### config.mk
export PLATFORM = sky130hd
export DESIGN_NAME = shift_req_arbiter_flat
export DESIGN_NICKNAME = d
export VERILOG_FILES = /design/src/rtl/shift_req_arbiter_if.sv /design/src/rtl/shift_req_arbiter.sv /design/src/flat_wrapper.sv
export SDC_FILE = /design/constraint.sdc
export NUM_CORES = 1
export LEC_CHECK = 0
export BUFFER_PORTS_ARGS = -buffer_cell sky130_fd_sc_hd__clkbuf_2
export CORE_MARGIN = 10
export CORE_UTILIZATION = 44
export CTS_BUF_LIST = sky130_fd_sc_hd__clkbuf_16
export DETAILED_ROUTE_END_ITERATION = 8
export HOLD_SLACK_MARGIN = 0.02
export PLACE_DENSITY = 0.79
export SETUP_SLACK_MARGIN = 0.4
export SYNTH_ARGS = -nofsm -noshare
export SYNTH_HDL_FRONTEND = slang
export SYNTH_SLANG_ARGS = --single-unit
### constraint.sdc
create_clock -name clk -period 1.6 [get_ports clk]
set_input_delay 0.24 -clock clk [delete_from_list [all_inputs] [get_ports clk]]
set_output_delay 0.24 -clock clk [all_outputs]
set_load 0.005 [all_outputs]
### src/rtl/shift_req_arbiter_if.sv
// rtl/shift_req_arbiter_if.sv - request/response/shifter signal bundle for shift_req_arbiter
interface shift_req_arbiter_if;
    logic       req0_valid;
    logic       req0_ready;
    logic [7:0] req0_data;
    logic [3:0] req0_amt;
    logic       req1_valid;
    logic       req1_ready;
    logic [7:0] req1_data;
    logic [3:0] req1_amt;
    logic       resp_valid;
    logic       resp_ready;
    logic [7:0] resp_data;
    logic       resp_id;
    logic [7:0] sh_a;
    logic       sh_s2;
    logic       sh_s1;
    logic       sh_s0;
    logic [7:0] sh_o;
    logic       busy;

    modport master (
        input  req0_valid, req0_data, req0_amt,
        input  req1_valid, req1_data, req1_amt,
        input  resp_ready, sh_o,
        output req0_ready, req1_ready,
        output resp_valid, resp_data, resp_id,
        output sh_a, sh_s2, sh_s1, sh_s0, busy
    );

    modport slave (
        output req0_valid, req0_data, req0_amt,
        output req1_valid, req1_data, req1_amt,
        output resp_ready, sh_o,
        input  req0_ready, req1_ready,
        input  resp_valid, resp_data, resp_id,
        input  sh_a, sh_s2, sh_s1, sh_s0, busy
    );
endinterface

### src/rtl/shift_req_arbiter.sv
// rtl/shift_req_arbiter.sv - round-robin sharing of an 8-bit external left shifter
module shift_req_arbiter #(
    parameter logic RR_INIT  = 1'b0,
    parameter int   MAX_STEP = 7
) (
    input  logic                  clk,
    input  logic                  rst,
    shift_req_arbiter_if.master   bus
);
    typedef enum logic [1:0] {IDLE, SHIFT, RESP} state_t;

    localparam logic [3:0] STEP_MAX = 4'(MAX_STEP);

    state_t     r_state, w_state_nxt;
    logic [7:0] r_acc,   w_acc_nxt;
    logic [3:0] r_rem,   w_rem_nxt;
    logic       r_id,    w_id_nxt;
    logic       r_prio,  w_prio_nxt;

    logic       w_any;
    logic       w_grant;
    logic [2:0] w_step;

    // With both requesters valid the holder of priority wins; otherwise the lone valid one.
    assign w_any   = bus.req0_valid | bus.req1_valid;
    assign w_grant = (bus.req0_valid & bus.req1_valid) ? r_prio : bus.req1_valid;
    assign w_step  = (r_rem > STEP_MAX) ? STEP_MAX[2:0] : r_rem[2:0];

    always_ff @(posedge clk or posedge rst) begin
        if (rst) begin
            r_state <= IDLE;
            r_acc   <= 8'h00;
            r_rem   <= 4'h0;
            r_id    <= 1'b0;
            r_prio  <= RR_INIT;
        end else begin
            r_state <= w_state_nxt;
            r_acc   <= w_acc_nxt;
            r_rem   <= w_rem_nxt;
            r_id    <= w_id_nxt;
            r_prio  <= w_prio_nxt;
        end
    end

    always_comb begin
        w_state_nxt = r_state;
        w_acc_nxt   = r_acc;
        w_rem_nxt   = r_rem;
        w_id_nxt    = r_id;
        w_prio_nxt  = r_prio;
        case (r_state)
            IDLE: begin
                if (w_any) begin
                    w_acc_nxt   = w_grant ? bus.req1_data : bus.req0_data;
                    w_rem_nxt   = w_grant ? bus.req1_amt  : bus.req0_amt;
                    w_id_nxt    = w_grant;
                    w_prio_nxt  = ~w_grant;
                    w_state_nxt = SHIFT;
                end
            end
            SHIFT: begin
                w_acc_nxt = bus.sh_o;
                w_rem_nxt = r_rem - {1'b0, w_step};
                if (r_rem <= STEP_MAX) begin
                    w_state_nxt = RESP;
                end
            end
            RESP: begin
                if (bus.resp_ready) begin
                    w_state_nxt = IDLE;
                end
            end
            default: w_state_nxt = IDLE;
        endcase
    end

    assign bus.req0_ready = (r_state == IDLE) && w_any && !w_grant;
    assign bus.req1_ready = (r_state == IDLE) && w_any &&  w_grant;

    assign bus.resp_valid = (r_state == RESP);
    assign bus.resp_data  = (r_state == RESP) ? r_acc : 8'h00;
    assign bus.resp_id    = (r_state == RESP) ? r_id  : 1'b0;

    assign bus.sh_a = (r_state == SHIFT) ? r_acc : 8'h00;
    assign {bus.sh_s2, bus.sh_s1, bus.sh_s0} = (r_state == SHIFT) ? w_step : 3'd0;

    assign bus.busy = (r_state != IDLE);
endmodule

### src/flat_wrapper.sv
// flat-port wrapper written by rule: the top's interface ports become plain ports
module shift_req_arbiter_flat 
#(
    parameter logic RR_INIT  = 1'b0,
    parameter int   MAX_STEP = 7
)
  (clk, rst, bus_req0_valid, bus_req0_data, bus_req0_amt, bus_req1_valid, bus_req1_data, bus_req1_amt, bus_resp_ready, bus_sh_o, bus_req0_ready, bus_req1_ready, bus_resp_valid, bus_resp_data, bus_resp_id, bus_sh_a, bus_sh_s2, bus_sh_s1, bus_sh_s0, bus_busy);
  shift_req_arbiter_if bus_i ();
  input  logic clk;
  input  logic rst;
  input wire logic [$bits(bus_i.req0_valid)-1:0] bus_req0_valid;
  input wire logic [$bits(bus_i.req0_data)-1:0] bus_req0_data;
  input wire logic [$bits(bus_i.req0_amt)-1:0] bus_req0_amt;
  input wire logic [$bits(bus_i.req1_valid)-1:0] bus_req1_valid;
  input wire logic [$bits(bus_i.req1_data)-1:0] bus_req1_data;
  input wire logic [$bits(bus_i.req1_amt)-1:0] bus_req1_amt;
  input wire logic [$bits(bus_i.resp_ready)-1:0] bus_resp_ready;
  input wire logic [$bits(bus_i.sh_o)-1:0] bus_sh_o;
  output wire logic [$bits(bus_i.req0_ready)-1:0] bus_req0_ready;
  output wire logic [$bits(bus_i.req1_ready)-1:0] bus_req1_ready;
  output wire logic [$bits(bus_i.resp_valid)-1:0] bus_resp_valid;
  output wire logic [$bits(bus_i.resp_data)-1:0] bus_resp_data;
  output wire logic [$bits(bus_i.resp_id)-1:0] bus_resp_id;
  output wire logic [$bits(bus_i.sh_a)-1:0] bus_sh_a;
  output wire logic [$bits(bus_i.sh_s2)-1:0] bus_sh_s2;
  output wire logic [$bits(bus_i.sh_s1)-1:0] bus_sh_s1;
  output wire logic [$bits(bus_i.sh_s0)-1:0] bus_sh_s0;
  output wire logic [$bits(bus_i.busy)-1:0] bus_busy;
  assign bus_i.req0_valid = bus_req0_valid;
  assign bus_i.req0_data = bus_req0_data;
  assign bus_i.req0_amt = bus_req0_amt;
  assign bus_i.req1_valid = bus_req1_valid;
  assign bus_i.req1_data = bus_req1_data;
  assign bus_i.req1_amt = bus_req1_amt;
  assign bus_i.resp_ready = bus_resp_ready;
  assign bus_i.sh_o = bus_sh_o;
  assign bus_req0_ready = bus_i.req0_ready;
  assign bus_req1_ready = bus_i.req1_ready;
  assign bus_resp_valid = bus_i.resp_valid;
  assign bus_resp_data = bus_i.resp_data;
  assign bus_resp_id = bus_i.resp_id;
  assign bus_sh_a = bus_i.sh_a;
  assign bus_sh_s2 = bus_i.sh_s2;
  assign bus_sh_s1 = bus_i.sh_s1;
  assign bus_sh_s0 = bus_i.sh_s0;
  assign bus_busy = bus_i.busy;
  shift_req_arbiter #(.RR_INIT(RR_INIT), .MAX_STEP(MAX_STEP)) u_core (.clk(clk), .rst(rst), .bus(bus_i));
endmodule
==> impl_metrics.env, run 1 <==
export IMPL_outcome="finished with violations"
export IMPL_violations="setup timing"
export IMPL_initial_utilization_pct=46.1
export IMPL_cap_viol_max_count=0
export IMPL_synth_area_sq_mm=0.00114
export IMPL_drt_total_wl_mm=5.40
export IMPL_syn_nets=169
export IMPL_power_density_mw_per_mm2=2060
export IMPL_dpl_worst_slack_ns=0.116
export IMPL_cp_end_kind="output pin"
export IMPL_drive_gt1_share_pct=71.8
export IMPL_synth_area_leaders="dfrtp_1, o31ai_2, and2_1, a31o_2, nor2b_1"
export IMPL_cts_buffers=3
export IMPL_die_w_microns=70.9
export IMPL_hold_violations=0
export IMPL_path_clk_slew_ns=0.05
export IMPL_fillers=120
export IMPL_synth_cell_types=30
export IMPL_fin_tns_setup_ns=-0.463
export IMPL_place_congestion=0.870
export IMPL_avgSynthCellArea_sq_um=8.71
export IMPL_worst_path_max_fanout=8
export IMPL_tightest_slew_ns=0.652
export IMPL_io_buffer_count=60
export IMPL_synth_ff_type="dfrtp_1"
export IMPL_synth_top_area_share_pct=35.1
export IMPL_max_slew_margin_pct=56.5
export IMPL_root_buffer="clkbuf_16"
export IMPL_start_kind="flop"
export IMPL_postRouteAntennaNets=0
export IMPL_hpwl_mm=3.00
export IMPL_syn_to_final_growth_pct=83.9
export IMPL_postCtsHoldBufs=0
export IMPL_grt_max_degree=17
export IMPL_hp_class="in2async"
export IMPL_first_pass_iters=4
export IMPL_synthMostInstantiatedCell="and2_1"
export IMPL_tritoncts="yes"
export IMPL_synth_seq_cells=16
export IMPL_worstPathRequired_ns=1.36
export IMPL_finClkSkew_ns=0.00303
export IMPL_max_freq_ghz=0.600
export IMPL_yosys_top_cells_count="and2_1, dfrtp_1, a21oi_1"
export IMPL_pin_count=61
export IMPL_period_share_pct=104
export IMPL_synth_top_area_cell="dfrtp_1"
export IMPL_setup_ws_ns=-0.0653
export IMPL_clk_latency_ns=0.25
export IMPL_rsz0062_at_grt="true"
export IMPL_leakage_nw=1.03
export IMPL_grt_use_total_pct=17.7
export IMPL_path_class="reg2out"
export IMPL_detail_route_wl_per_cell_microns=21.6
export IMPL_vias=1449
export IMPL_viasPerCell=5.80
export IMPL_grt_pass1_wl_mm=7.34
export IMPL_die_y_microns=70.9
export IMPL_rows=18
export IMPL_synthArstFlopShare_pct=100
export IMPL_cts_max_path_buffers=2
export IMPL_drtIter0Drc=146
export IMPL_maxSlewViolCount=0
export IMPL_dieArea_sq_mm=0.00503
export IMPL_worstPathArrival_ns=1.43
export IMPL_yosys_warnings=0
export IMPL_grt_remaining_overflow=0
export IMPL_synth_edf_count=0
export IMPL_setup_viol=10
export IMPL_clock_sinks=16
export IMPL_drcViolationCount=0
export IMPL_h_tree_depth=1
export IMPL_n_antenna_cell=0
export IMPL_core_sq_mm=0.00248
export IMPL_synth_cells=131
export IMPL_nNetsFinal=260
export IMPL_fin_crit_ns=1.67
export IMPL_ir_worst_vdd_mv=1.45
export IMPL_grt_pass1_vias=1482
export IMPL_seq_area_frac_synth_pct=35.1
export IMPL_antenna_found_initial=0
## timing repair
action | in CTS | in global routing
pin swaps | 21 | 18
buffers inserted | 14 | 10
endpoints found under the hold margin | 0 | 0
gates cloned | 3 | 0
resized for setup | 42 | 35
setup endpoints to repair | 39 | 39
## routing by layer
layer  vias to the layer above  wire, microns  share of wire, %  GRT usage, %
met5                         -              0                 0             0
met4                         0            358               6.6          9.68
met3                        28            386               7.1          3.63
met2                        82           2700                50          32.5
met1                       696           1950                36          18.1
li1                        643              -                 -             -
## worst max-delay path, stage by stage (launching register included)
cell and delay [ns]:
dfrtp_2 0.45, buf_4 0.16, nor2b_4 0.15, buf_6 0.15
and2_4 0.14, clkbuf_2 0.12
## per-stage QoR
step                cell area [sq um]  hold slack, ns  util (%)  std cells  power (mW)
detailed placement               1530           0.345      61.7        220        2.47
floorplan                        1190           0.154         -        131        1.95
finish                           2100          0.0609      84.7        250        4.32
global route                     2100           0.123      84.7        250        4.50
global placement                 1530           0.326      61.7        220        2.39
CTS                              1890          0.0839      76.3        240        3.65
## worst paths after layout
check	start	cells after the start	slack, ns	end
hold reg to reg	u_core.r_acc[0]$_DFFE_PP0P_	2	0.50	u_core.r_acc[0]$_DFFE_PP0P_
setup reg to reg	u_core.r_state[0]$_DFFE_PP0P_	6	0.06	u_core.r_rem[3]$_DFFE_PP0P_
hold / removal	rst	2	0.06	u_core.r_acc[4]$_DFFE_PP0P_
setup / recovery	u_core.r_state[0]$_DFFE_PP0P_	5	-0.07	bus_resp_data[5]
min in group clk	bus_resp_ready	2	0.20	u_core.r_state[1]$_DFFE_PP0P_
max in group asynchronous	rst	2	1.08	u_core.r_state[1]$_DFFE_PP0P_
## registers in the layout (all words and copies together) (netlist names)
name            count
u_core.r_prio       1
u_core.r_acc        8
u_core.r_rem        4
u_core.r_state      2
u_core.r_id         1
## power breakdown
group,internal [mW],switching (mW),total (mW)
Combinational,1.67,1.34,3.00
Sequential,0.614,0.206,0.820
Clock,0.329,0.164,0.493
Total,2.61,1.71,4.32
## cell families (layout without fill, tap and decap cells)
logic type      after synthesis  in the layout  share of synthesized area [%]
mux                           2              2                           1.75
xor+xnor                      1              1                          0.768
fa+ha+maj                     1              1                           1.10
flops                        16             16                           35.1
buf+inv                      13             99                           5.59
simple gates                 58             61                           28.0
compound gates               40             40                           27.7
## layout by cell type, fill, tap and decap left out, types with 3 or more instances in the layout
cell and n:
clkbuf_16 3, and2_1 6, nor2b_1 10, dfrtp_1 14, a21oi_2 11, nor2_1 5
a31o_2 8, buf_4 12, inv_1 5, nand2_1 8, o31ai_4 3, o31ai_2 6
buf_2 6, nor2_2 4, or2_4 6, buf_6 27, and2_4 11, clkbuf_2 45
a21oi_1 3
## area by class of cell
class,count,area [sq um],area share (%)
Inverter,5,18.8,0.894
Clock buffer,3,75.1,3.58
Timing Repair Buffer,91,669,31.9
Multi-Input combinational cell,105,895,42.6
Tap cell,30,37.5,1.79
Sequential cell,16,403,19.2
No activity file was read; power rests on OpenSTA's default activity.
==> run 2, diff against run 1 <==
--- a/config.mk
+++ b/config.mk
@@ -11,6 +11,7 @@
 export CTS_BUF_LIST = sky130_fd_sc_hd__clkbuf_16
 export DETAILED_ROUTE_END_ITERATION = 8
 export HOLD_SLACK_MARGIN = 0.02
+export MAX_ROUTING_LAYER = met4
 export PLACE_DENSITY = 0.79
 export SETUP_SLACK_MARGIN = 0.4
 export SYNTH_ARGS = -nofsm -noshare
==> impl_metrics.env, run 2 (synthesis results as in run 1) <==
export IMPL_final_cells=251
export IMPL_first_pass_iters=4
export IMPL_core_sq_mm=0.00248
export IMPL_hold_violations=0
export IMPL_multi_input_area_sq_um=906
export IMPL_grt_remaining_overflow=0
export IMPL_grt_use_total_pct=18.3
export IMPL_power_mw=4.39
export IMPL_cap_viol_max_count=0
export IMPL_power_density_mw_per_mm2=2070
export IMPL_dpl_instance_area_sq_mm=0.00153
export IMPL_crit_family="flip-flops"
export IMPL_ff_latch_area_sq_um=403
export IMPL_top_register="u_core.r_acc"
export IMPL_vias=1460
export IMPL_die_w_microns=70.9
export IMPL_hp_class="in2async"
export IMPL_postRouteAntennaNets=0
export IMPL_design_area_sq_mm=0.00212
export IMPL_root_buffer="clkbuf_16"
export IMPL_dieArea_sq_mm=0.00503
export IMPL_hpwl_mm=3.00
export IMPL_worst_path_max_fanout=8
export IMPL_critical_path_buf_inv_count=3
export IMPL_path_clk_slew_ns=0.05
export IMPL_grt_max_degree=17
export IMPL_nNetsFinal=261
export IMPL_period_share_pct=103
export IMPL_maxSlewViolCount=0
export IMPL_setup_ws_ns=-0.0538
export IMPL_layout_common_cells="clkbuf_2, buf_6, dfrtp_1, buf_4"
export IMPL_fin_tns_setup_ns=-0.399
export IMPL_max_freq_ghz=0.605
export IMPL_worstPathArrival_ns=1.41
export IMPL_antenna_found_initial=0
export IMPL_ir_worst_vdd_mv=1.53
export IMPL_largest_reg_flops=8
export IMPL_rows=18
export IMPL_grt_pass1_wl_mm=7.36
export IMPL_crit_slowest_cell="dfrtp_2"
export IMPL_fillers=110
export IMPL_place_congestion=0.884
export IMPL_drt_total_wl_mm=5.73
export IMPL_clock_sinks=16
export IMPL_dp_cells=220
export IMPL_leakage_nw=1.03
export IMPL_rsz0062_at_grt="true"
export IMPL_layout_commonest_cell="clkbuf_2"
export IMPL_cp_end_kind="output pin"
export IMPL_utilization_pct=85.5
export IMPL_max_slew_margin_pct=56.7
export IMPL_holdWs_ns=0.0597
export IMPL_initial_utilization_pct=46.1
export IMPL_drtIter0Drc=158
export IMPL_detail_route_wl_per_cell_microns=22.8
export IMPL_grt_pass1_vias=1476
export IMPL_path_class="reg2out"
export IMPL_syn_to_final_growth_pct=85.5
export IMPL_io_buffer_count=60
export IMPL_critPathMaxStageDelay_ns=0.45
export IMPL_cts_max_path_buffers=2
export IMPL_outcome="finished with violations"
export IMPL_setup_viol=12
export IMPL_finClkSkew_ns=0.00142
export IMPL_die_y_microns=70.9
export IMPL_clk_latency_ns=0.25
export IMPL_fin_crit_ns=1.65
export IMPL_drive_gt1_share_pct=72.9
export IMPL_h_tree_depth=1
export IMPL_rrSetupSlack_ns=0.02
export IMPL_tightest_slew_ns=0.649
export IMPL_violations="setup timing"
export IMPL_worstPathRequired_ns=1.36
export IMPL_viasPerCell=5.82
export IMPL_dpl_worst_slack_ns=0.116
export IMPL_pin_count=61
export IMPL_drcViolationCount=0
export IMPL_top_regs="u_core.r_acc x8, u_core.r_rem x4, u_core.r_state x2"
export IMPL_crit_chain="buf_4 > nor2b_4 > buf_6 > and2_1 > buf_2"
export IMPL_tritoncts="yes"
export IMPL_start_kind="flop"
export IMPL_n_antenna_cell=0
export IMPL_cts_buffers=3
run 2: timing repair:
| action | CTS | global route |
|---|---|---|
| hold buffers | 0 | 0 |
| pin swaps | 21 | 15 |
| hold endpoints to repair | 0 | 0 |
| gates resized for setup | 42 | 38 |
| setup endpoints to repair | 39 | 39 |
| setup buffers | 14 | 11 |
| cloned | 3 | 0 |
run 2: final timing paths:
kind | from | to | depth (start not counted)
worst max-delay path | u_core.r_state[0]$_DFFE_PP0P_ | bus_resp_data[2] | 5
worst min register to register | u_core.r_acc[0]$_DFFE_PP0P_ | u_core.r_acc[0]$_DFFE_PP0P_ | 2
worst min-delay path | rst | u_core.r_acc[4]$_DFFE_PP0P_ | 2
min in group clk | bus_resp_ready | u_core.r_state[1]$_DFFE_PP0P_ | 2
worst max register to register | u_core.r_state[0]$_DFFE_PP0P_ | u_core.r_acc[1]$_DFFE_PP0P_ | 7
max in group asynchronous | rst | u_core.r_state[1]$_DFFE_PP0P_ | 2
run 2: routing by layer:
layer,up-vias,share of wire (%),GRT usage (%)
li1,642,-,-
met1,701,36,18.5
met2,87,52,32.5
met3,30,5.1,3.63
met4,0,7.5,9.68
met5,-,0,-
run 2: area by class of cell:
class,count,area share (%)
multi-input combinational,105,42.8
inverter,5,0.887
timing repair buffer,92,32.0
sequential,16,19.0
clock buffer,3,3.55
tap,30,1.77
run 2: report_power, final:
group | switching (mW) | leakage [nW] | total, mW | internal, mW
Sequential | 0.215 | 0.191 | 0.829 | 0.614
Clock | 0.170 | 0.0370 | 0.499 | 0.329
Combinational | 1.38 | 0.804 | 3.06 | 1.68
Total | 1.77 | 1.03 | 4.39 | 2.62
==> run 3, diff against run 2 <==
--- a/config.mk
+++ b/config.mk
@@ -6,13 +6,12 @@
 export NUM_CORES = 1
 export LEC_CHECK = 0
 export BUFFER_PORTS_ARGS = -buffer_cell sky130_fd_sc_hd__clkbuf_2
-export CORE_MARGIN = 10
-export CORE_UTILIZATION = 44
-export CTS_BUF_LIST = sky130_fd_sc_hd__clkbuf_16
+export CORE_UTILIZATION = 45
+export CTS_BUF_LIST = sky130_fd_sc_hd__clkbuf_8
 export DETAILED_ROUTE_END_ITERATION = 8
 export HOLD_SLACK_MARGIN = 0.02
 export MAX_ROUTING_LAYER = met4
-export PLACE_DENSITY = 0.79
+export PLACE_DENSITY = 0.9
 export SETUP_SLACK_MARGIN = 0.4
 export SYNTH_ARGS = -nofsm -noshare
 export SYNTH_HDL_FRONTEND = slang
==> impl_metrics.env, run 3 (synthesis results as in run 1) <==
export IMPL_vias=1511
export IMPL_postCtsHoldBufs=0
export IMPL_max_freq_ghz=0.572
export IMPL_drcViolationCount=0
export IMPL_power_density_mw_per_mm2=2030
export IMPL_cp_end_kind="output pin"
export IMPL_dpl_instance_area_sq_mm=0.00153
export IMPL_grt_use_total_pct=33.6
export IMPL_initial_utilization_pct=49.7
export IMPL_timing_rr_end="u_core.r_rem[1]$_DFFE_PP0P_"
export IMPL_antenna_found_initial=0
export IMPL_finClkSkew_ns=0.00242
export IMPL_core_sq_mm=0.00230
export IMPL_top_register="u_core.r_acc"
export IMPL_first_pass_iters=4
export IMPL_worstPathRequired_ns=1.36
export IMPL_io_buffer_count=60
export IMPL_fin_crit_ns=1.75
export IMPL_nNetsFinal=257
export IMPL_detail_route_wl_per_cell_microns=20.9
export IMPL_power_mw=3.99
export IMPL_cts_buffers=3
export IMPL_reg2reg_depth=6
export IMPL_dpl_worst_slack_ns=0.102
export IMPL_start_kind="flop"
export IMPL_grt_pass1_vias=1293
export IMPL_power_share_clock_pct=9.4
export IMPL_layout_commonest_cell="clkbuf_2"
export IMPL_setup_ws_ns=-0.149
export IMPL_max_slew_margin_pct=57.5
export IMPL_p_int_mw=2.27
export IMPL_tritoncts="yes"
export IMPL_outcome="finished with violations"
export IMPL_ir_worst_vdd_mv=1.42
export IMPL_path_clk_slew_ns=0.07
export IMPL_n_antenna_cell=0
export IMPL_maxSlewViolCount=0
export IMPL_grt_pass1_wl_mm=6.35
export IMPL_design_area_sq_mm=0.00196
export IMPL_largest_reg_flops=8
export IMPL_drtIter0Drc=82
export IMPL_layout_common_cells="clkbuf_2, buf_4, dfrtp_1, and2_1, a21oi_2"
export IMPL_switchingPower_mw=1.72
export IMPL_clk_latency_ns=0.26
export IMPL_worstPathArrival_ns=1.51
export IMPL_dieArea_sq_mm=0.00274
export IMPL_cts_max_path_buffers=2
export IMPL_rrSetupSlack_ns=0.07
export IMPL_drive_gt1_share_pct=69.3
export IMPL_h_tree_depth=1
export IMPL_tightest_slew_ns=0.637
export IMPL_worst_path_max_fanout=6
export IMPL_clock_sinks=16
export IMPL_violations="setup timing"
export IMPL_pwr_share_comb_pct=70.3
export IMPL_fin_tns_setup_ns=-1.13
export IMPL_grt_remaining_overflow=0
export IMPL_die_w_microns=52.4
export IMPL_die_y_microns=52.4
export IMPL_utilization_pct=85.5
export IMPL_postRouteAntennaNets=0
export IMPL_syn_to_final_growth_pct=72.0
export IMPL_timing_rr_start="u_core.r_state[0]$_DFFE_PP0P_"
export IMPL_grt_max_degree=17
export IMPL_top_regs="u_core.r_acc x8, u_core.r_rem x4, u_core.r_state x2"
export IMPL_path_class="reg2out"
export IMPL_period_share_pct=109
export IMPL_final_cells=246
export IMPL_root_buffer="clkbuf_8"
export IMPL_rows=17
export IMPL_rsz0062_at_grt="true"
export IMPL_holdWs_ns=0.0429
export IMPL_setup_viol=19
export IMPL_hpwl_mm=2.46
export IMPL_viasPerCell=6.14
export IMPL_cap_viol_max_count=0
export IMPL_drt_total_wl_mm=5.15
export IMPL_hp_class="in2async"
export IMPL_dp_cells=219
export IMPL_switching_share_pct=43.1
export IMPL_p_seq_share_pct=20.3
export IMPL_leakage_nw=0.973
export IMPL_place_congestion=0.810
export IMPL_startpoint="u_core.r_state[1]$_DFFE_PP0P_"
export IMPL_hold_violations=0
export IMPL_pin_count=61
## run 3: what timing repair did
action,CTS,global route
setup buffers,11,9
gates resized for setup,27,28
setup endpoints to repair,40,40
cloned,3,0
pin swaps,10,8
## run 3: layout make-up
cell class	instances	area [sq um]
flip-flops and latches	16	403
clock buffers	4	55.1
repair buffers	88	551
multi-input cells	105	901
fillers	108	334
well taps	28	35.0
inverters	5	18.8
## run 3: critical path, stage by stage (launching register included)
cell      delay, ns
dfrtp_2        0.43
buf_4          0.16
buf_4          0.13
buf_6          0.13
nand2b_4       0.16
a21oi_2        0.11
clkbuf_2       0.12
## run 3: worst max-delay path by stage
stage	end	cells past startpoint
finish	bus_sh_s2	6
global route	bus_req1_ready	4
floorplan	bus_req1_ready	3
detailed placement	bus_sh_a[4]	4
CTS	bus_req1_ready	4
global placement	bus_req1_ready	4
## run 3: per-layer routing
metal,wire [microns],up-vias,track usage [%]
met1,1960,723,41.1
met4,239,0,17.1
met5,0,-,-
li1,-,633,-
met3,368,30,4.06
met2,2580,125,54.0
## run 3: power groups by stage
stage | logic [mW] | clock network [mW] | registers, mW
floorplan | 1.23 | 0 | 0.726
global placement | 1.61 | 0 | 0.761
detailed placement | 1.66 | 0 | 0.782
CTS | 2.11 | 0.373 | 0.764
global route | 2.94 | 0.405 | 0.824
finish | 2.80 | 0.375 | 0.811
